$ cat src/rtl/fraction_reducer_pkg.sv
// Shared types and constants for the fraction reducer and its divider.
package fraction_reducer_pkg;

  localparam int unsigned WIDTH_DEF = 16;
  localparam int unsigned DIV_ITERS = 16;

  typedef enum logic [2:0] {
    IDLE     = 3'd0,
    WAIT_GCD = 3'd1,
    DIV_A    = 3'd2,
    DIV_B    = 3'd3,
    FIN      = 3'd4
  } state_t;

endpackage

$ cat src/rtl/fraction_reducer_seq_divider.sv
// Restoring shift-subtract unsigned divider, one quotient bit per cycle, MSB first.
module seq_divider
  import fraction_reducer_pkg::*;
#(
  parameter int unsigned WIDTH = WIDTH_DEF
) (
  input  logic             clk,
  input  logic             rst_n,
  input  logic             load,
  input  logic [WIDTH-1:0] dividend,
  input  logic [WIDTH-1:0] divisor,
  output logic [WIDTH-1:0] quotient,
  output logic             last
);

  logic [WIDTH:0]   rem_q;
  logic [WIDTH-1:0] quo_q;
  logic [WIDTH-1:0] dsr_q;
  logic [4:0]       cnt_q;
  logic             active_q;
  logic [WIDTH:0]   shifted;
  logic [WIDTH:0]   diff;

  // quotient is the post-iteration value so the caller can capture it on the final edge
  always_comb begin
    shifted  = (rem_q << 1) | {{WIDTH{1'b0}}, quo_q[WIDTH-1]};
    diff     = shifted - {1'b0, dsr_q};
    quotient = {quo_q[WIDTH-2:0], ~diff[WIDTH]};
    last     = active_q && (cnt_q == 5'(DIV_ITERS - 1));
  end

  always_ff @(posedge clk or negedge rst_n) begin
    if (!rst_n) begin
      rem_q    <= '0;
      quo_q    <= '0;
      dsr_q    <= '0;
      cnt_q    <= '0;
      active_q <= 1'b0;
    end else if (load) begin
      rem_q    <= '0;
      quo_q    <= dividend;
      dsr_q    <= divisor;
      cnt_q    <= '0;
      active_q <= 1'b1;
    end else if (active_q) begin
      rem_q <= diff[WIDTH] ? shifted : diff;
      quo_q <= quotient;
      cnt_q <= cnt_q + 5'd1;
      if (last) active_q <= 1'b0;
    end
  end

endmodule

$ cat src/rtl/fraction_reducer.sv
// Reduces a/b by their GCD using a single shared sequential divider.
module fraction_reducer
  import fraction_reducer_pkg::*;
#(
  parameter int unsigned WIDTH = WIDTH_DEF
) (
  input  logic             clk,
  input  logic             rst_n,
  input  logic             start,
  input  logic [WIDTH-1:0] a,
  input  logic [WIDTH-1:0] b,
  input  logic             gcd_done,
  input  logic [WIDTH-1:0] gcd,
  output logic             busy,
  output logic             done,
  output logic [WIDTH-1:0] num,
  output logic [WIDTH-1:0] den,
  output logic             err
);

  state_t           state_q;
  logic [WIDTH-1:0] a_q, b_q, g_q;
  logic             div_load;
  logic [WIDTH-1:0] div_dividend, div_divisor, div_quotient;
  logic             div_last;
  logic             gcd_ok;

  // first division takes the divisor straight off the gcd bus, before g_q is written
  always_comb begin
    gcd_ok       = (state_q == WAIT_GCD) && gcd_done && (gcd != '0);
    div_load     = gcd_ok || ((state_q == DIV_A) && div_last);
    div_dividend = (state_q == WAIT_GCD) ? a_q : b_q;
    div_divisor  = (state_q == WAIT_GCD) ? gcd : g_q;
    busy         = (state_q != IDLE);
    done         = (state_q == FIN);
  end

  seq_divider #(.WIDTH(WIDTH)) u_div (
    .clk      (clk),
    .rst_n    (rst_n),
    .load     (div_load),
    .dividend (div_dividend),
    .divisor  (div_divisor),
    .quotient (div_quotient),
    .last     (div_last)
  );

  always_ff @(posedge clk or negedge rst_n) begin
    if (!rst_n) begin
      state_q <= IDLE;
      a_q     <= '0;
      b_q     <= '0;
      g_q     <= '0;
      num     <= '0;
      den     <= '0;
      err     <= 1'b0;
    end else begin
      case (state_q)
        IDLE: begin
          if (start) begin
            a_q     <= a;
            b_q     <= b;
            err     <= 1'b0;
            state_q <= WAIT_GCD;
          end
        end
        WAIT_GCD: begin
          if (gcd_ok) begin
            g_q     <= gcd;
            state_q <= DIV_A;
          end else if (gcd_done) begin
            num     <= '0;
            den     <= '0;
            err     <= 1'b1;
            state_q <= FIN;
          end
        end
        DIV_A: begin
          if (div_last) begin
            num     <= div_quotient;
            state_q <= DIV_B;
          end
        end
        DIV_B: begin
          if (div_last) begin
            den     <= div_quotient;
            state_q <= FIN;
          end
        end
        FIN:     state_q <= IDLE;
        default: state_q <= IDLE;
      endcase
    end
  end

endmodule

$ cat config.mk
export PLATFORM = sky130hd
export DESIGN_NAME = fraction_reducer
export DESIGN_NICKNAME = d
export VERILOG_FILES = /design/src/rtl/fraction_reducer_pkg.sv /design/src/rtl/fraction_reducer_seq_divider.sv /design/src/rtl/fraction_reducer.sv
export SDC_FILE = /design/constraint.sdc
export NUM_CORES = 1
export LEC_CHECK = 0
export ABC_AREA = 1
export BUFFER_PORTS_ARGS = -buffer_cell sky130_fd_sc_hd__clkbuf_2
export CAP_MARGIN = 20
export CORE_MARGIN = 1.5
export CORE_UTILIZATION = 33
export CTS_BUF_LIST = sky130_fd_sc_hd__clkbuf_4 sky130_fd_sc_hd__clkbuf_8 sky130_fd_sc_hd__clkbuf_16
export DETAILED_ROUTE_END_ITERATION = 16
export PLACE_DENSITY_LB_ADDON = 0.05
export SLEW_MARGIN = 30
export SYNTH_ARGS = -nofsm -noshare
export SYNTH_HDL_FRONTEND = slang
export SYNTH_SLANG_ARGS = --single-unit
$ cat constraint.sdc
create_clock -name clk -period 3.41 [get_ports clk]
set_input_delay 0 -clock clk [delete_from_list [all_inputs] [get_ports clk]]
set_output_delay 0 -clock clk [all_outputs]
set_load 0.02 [all_outputs]
After elaboration in Yosys (flattened, before gate mapping)
Cells that the tools add are included.
W data, S select, Z words.
{"block": "op_classes", "n_eq_ne": 11, "bitwise_logic": 2, "reduce_logical": 18, "addsub": 2, "n_mux": 27}
{"cell": "$mux W16", "count": 10}
{"cell": "$pmux W16 S2", "count": 2}
{"cell": "$or A17 B1 Y17", "count": 1}
{"cell": "$sub A17 B16 Y17", "count": 1}
{"cell": "$reduce_and A4 Y1", "count": 4}
{"cell": "$reduce_bool A16 Y1", "count": 1}
{"cell": "$mux W3", "count": 5}
{"cell": "$pmux W3 S4", "count": 1}
{"cell": "$mux W5", "count": 2}
{"cell": "$ne A2 B2 Y1 const B", "count": 5}
{"cell": "$reduce_bool A2 Y1", "count": 4}
{"cell": "$eq A3 B2 Y1 const B", "count": 2}
{"cell": "$mux W1", "count": 6}
{"cell": "$add A5 B1 Y5 const B", "count": 1}
{"cell": "$eq A5 B4 Y1 const B", "count": 1}
{"cell": "$logic_and A1 B1 Y1", "count": 4}
{"cell": "$reduce_and A2 Y1", "count": 2}
{"cell": "$eq A3 B1 Y1 const B", "count": 1}
{"cell": "$eq A3 B3 Y1 const B", "count": 1}
{"cell": "$logic_not A3 Y1", "count": 1}
{"cell": "$ne A3 B3 Y1 const B", "count": 1}
{"cell": "$reduce_bool A3 Y1", "count": 1}
{"cell": "$pmux W1 S2", "count": 1}
{"cell": "$logic_or A1 B1 Y1", "count": 1}
{"cell": "$not A1 Y1", "count": 1}
{"block": "word_totals", "regBits": 138, "in_bits": 52, "out_inout_bits": 35}

Longest topological paths before layout
{"block": "logic_depth", "word_depth": 5, "mapped_depth": 16, "mapped_depth_nobuf": 15}

Modules after synthesis
From an unflattened synthesis, not the netlist that was laid out.
{"block": "unflattened", "hier_cells": 904, "area_unflattened_um2": 7400.8}
{"mod": "fraction_reducer", "cells_each": 407, "instances": 1, "area_per_inst_um2": 3796.1}
{"mod": "seq_divider", "cells_each": 497, "instances": 1, "area_per_inst_um2": 3604.7}

Least setup slack after synthesis
No wires, ideal clock.
{"block": "synth_path", "path_type": "register to register", "startpoint": "reg u_div.quo_q[15]", "endpoint": "reg u_div.rem_q[4]", "setup_slack_ns": 1.442, "arrival_ns": 1.851, "n_path_buf": 1, "path_stages_with_launch": 16, "setup_time_ns": 0.117, "cell_sequence": "dfrtp_1 -> inv_1 -> ha_1 -> inv_1 -> fa_1 -> nand2_1 -> nand2_1 -> nand3_1 -> nand2_2 -> nand2_4 -> nand3_4 -> nand2_4 -> buf_12 -> nand2_1 -> nand3_1 -> nand2_1"}
{"block": "synth_via", "elab_chain_len": 5}
{"item": "start, declared", "line": "fraction_reducer_seq_divider.sv:17", "rtl": "logic [WIDTH-1:0] quo_q;"}
{"item": "start signal, assigned", "line": "fraction_reducer_seq_divider.sv:41", "rtl": "quo_q <= dividend;"}
{"item": "start signal, assigned", "line": "fraction_reducer_seq_divider.sv:47", "rtl": "quo_q <= quotient;"}
{"item": "$or A17 B1 Y17", "line": "fraction_reducer_seq_divider.sv:26", "rtl": "shifted = (rem_q << 1) | {{WIDTH{1'b0}}, quo_q[WIDTH-1]};"}
{"item": "$sub A17 B16 Y17", "line": "fraction_reducer_seq_divider.sv:27", "rtl": "diff = shifted - {1'b0, dsr_q};"}
{"item": "$mux W16", "line": "fraction_reducer_seq_divider.sv:46", "rtl": "rem_q <= diff[WIDTH] ? shifted : diff;"}
{"item": "$mux W16", "line": "fraction_reducer_seq_divider.sv:45", "rtl": "end else if (active_q) begin"}
{"item": "$mux W16", "line": "fraction_reducer_seq_divider.sv:39", "rtl": "end else if (load) begin"}
{"item": "end signal, assigned", "line": "fraction_reducer_seq_divider.sv:46"}
{"item": "end, declared", "line": "fraction_reducer_seq_divider.sv:16", "rtl": "logic [WIDTH:0] rem_q;"}
Every way passes these cells. The select of a mux whose other input is x is not followed.
A chain may end at the register's enable or synchronous reset.

Final worst setup path
{"block": "layout_path", "startpoint": "reg u_div.quo_q[15]", "endpoint": "reg u_div.rem_q[14]"}
Same word-level chain as after synthesis.

==> out/qor.txt <==
CTS tree: built
Final WS setup: 1080 ps
initial core utilization: 0.335
initial DRC count: 341
number of global-route vias before repair: 5898
Fin Clk Skew: 10.8 ps
Synth Warn #: 0
Remaining DRCs: 0
routability cong.: 0.795
placed cells: 1258
Non-Filler Instances: 1339
post-synthesis instance area: 7290 µm²
worst min path class: input pin to flop
Synth cell types: 42
pins over their slew limit: 0
max frequency: 0.430 GHz
max cap viols: 0
routed len/inst: 14.5 µm
first-pass GRT wire length: 31.7 mm
FF+latch count, synth: 138
Max FO, Critical Path: 15
final wirelength: 19.4 mm
Die H: 152 µm
headroom to the max-slew limit: 0.576
row count: 54
fin crit share: 0.682
Slew @ Worst Pin: 637 ps
Synth top area share: 0.474
syn_nets: 988
LEAKAGE: 4.66 nW
RSZ-0062 raised after global routing: no
Final ANT Viol Nets: 0
Critical Path RT: 3720 ps
Worst-path clk slew: 60 ps
Power Dens Cells: 1050 nW/µm²
DRT Pass-1 Iters: 4
via count: 6110
area leader, netlist: dfrtp_1
fin crit period: 2330 ps
grt ovf: 0
cts bufs inserted: 17
r2r setup slk: 1080 ps
H-Tree Depth: 4
CORE AREA: 21800 µm²
hpwl dp: 13.9 mm
Primary FF master, synth: dfrtp_1
cell area after layout: 9090 µm²
CTS Root Cell: clkbuf_16
crit path DAT: 2640 ps
TritonCTS Sinks: 138
endpoints failing hold: 0
dpl cell area: 7960 µm²
Antenna diodes: 0
NumNets Final: 1117
Post-synth EDFFs: 0
initial antenna violation count: 0
largest net degree at the start of global routing: 77
Seq/Total Area, Yosys: 0.474
Mean Syn Cell Area: 7.95 µm²
clk buf depth: 2
top cells by area, synth: dfrtp_1, nand2_1, inv_1, o211ai_1, nand3_1
number of I/O pins: 87
pre-CTS setup slack: 1070 ps
Total Routing Usage GR: 0.181
post-DR vias/cell: 4.56
critical path class: flop to flop
Startpoint Class: flop
worst vdd ir: 0.482 mV
status: finished clean
DIE WIDTH: 152 µm
CP endpoint kind: flop
post_cts resized: 0
share of layout cells above drive strength 1: 0.165
post-synthesis cell count: 917
fraction of registers with async set/reset: 1.00
Clock Latency Late Sink: 420 ps
Area Overhead vs Synth: 24.7%
Fin Setup TNS: 0 ps
port bufs: 86
DIE AREA: 23000 µm²
Synth top cells by count: nand2_1, inv_1, dfrtp_1
final setup fails: 0
most common cell in the netlist: nand2_1
## critical path, cell delays in order (launching register included)
cell and delay, ps:
dfrtp_1 370, inv_1 80, ha_1 140, inv_1 70
fa_1 450, nand2_1 100, nand2_1 60, nand3_1 90
nand2_2 80, nand2_4 100, nand3_4 160, nand2_4 250
nand3_1 120, nand2_1 80, nand2_1 40
## cells in the final DEF, fill, tap and decap left out, drive strengths merged
master / count
bufinv: 3
xor2: 3
and2: 4
a21boi: 1
a32o: 1
mux2: 1
nand4: 5
dfrtp: 138
clkbuf: 103
a21oi: 11
o22ai: 16
dlygate4sd3: 49
nor2: 34
a31oi: 1
nor3: 1
inv: 161
o21ai: 55
o21bai: 1
and3: 1
a22o: 1
fa: 1
clkinv: 1
a21o: 1
o211ai: 48
nand2: 318
nand3: 54
buf: 10
or2: 11
ha: 18
xnor2: 6
clkinvlp: 1
## layer usage
| layer | up-vias | routed length, µm | track usage |
|---|---|---|---|
| li1 | 3166 | - | - |
| met1 | 2817 | 10700 | 0.283 |
| met2 | 115 | 7860 | 0.254 |
| met3 | 12 | 737 | 0.0323 |
| met4 | 0 | 158 | 0.0471 |
| met5 | - | 0 | 0 |
## registers in the layout, indices dropped and copies added, names as in the netlist, 16 cells and up
signal and count:
b_q 16, num 16, u_div.quo_q 16, den 16, g_q 16, u_div.rem_q 16
a_q 16, u_div.dsr_q 16
## cell families (layout without fill, tap and decap cells)
logic type	after synthesis	after routing	synth area share
XOR/XNOR	9	9	0.0108
adder cells (fa/ha/maj)	19	19	0.0337
multiplexers	1	1	0.00155
AND/OR/NAND/NOR	428	428	0.254
buffers and inverters	186	328	0.106
AO/OA/AOI/OAI	136	136	0.121
flip-flops	138	138	0.474
## report_power, final
group | switching [mW] | total (mW) | internal (mW) | leakage [nW]
sequential | 0.436 | 2.76 | 2.32 | 1.76
combinational | 3.08 | 4.74 | 1.66 | 2.58
clock | 0.809 | 2.02 | 1.21 | 0.313
total | 4.32 | 9.52 | 5.19 | 4.66
## metrics by stage
step / hold WS (ps) / utilization / total power, mW
2_1_floorplan: -296 / - / 6.41
3_3_place_gp: 46.2 / 0.366 / 7.54
6_report: 82.0 / 0.418 / 9.52
5_1_grt: 120 / 0.418 / 10.5
3_5_place_dp: 48.8 / 0.366 / 7.54
4_1_cts: 55.4 / 0.418 / 9.65
## worst paths after layout
path,to,startpoint,depth (start not counted)
setup / recovery,u_div.rem_q[14]$_DFFE_PN0P_,u_div.quo_q[15]$_DFFE_PN0P_,14
hold / removal,state_q[0]$_DFFE_PN0P_,start,4
setup reg to reg,u_div.rem_q[14]$_DFFE_PN0P_,u_div.quo_q[15]$_DFFE_PN0P_,14
hold reg to reg,b_q[5]$_DFFE_PN0P_,b_q[5]$_DFFE_PN0P_,2
max in group asynchronous,u_div.quo_q[5]$_DFFE_PN0P_,rst_n,3
min in group asynchronous,u_div.rem_q[12]$_DFFE_PN0P_,rst_n,2
## what timing repair did
| item | 4_1_cts | 5_1_grt |
|---|---|---|
| hold endpoints to repair | 126 | 0 |
| setup buffers | 0 | 0 |
| hold buffers | 49 | 0 |
## cell type report
cell class	count	area [µm²]
Clock buffer	18	439
Timing Repair Buffer	144	1010
Inverter	152	571
Sequential cell	138	3450
Fill cell	2277	12700
Multi-Input combinational cell	593	3060
Clock inverter	14	203
Tap cell	280	350
Note: power is estimated with default switching activity, not from simulation.
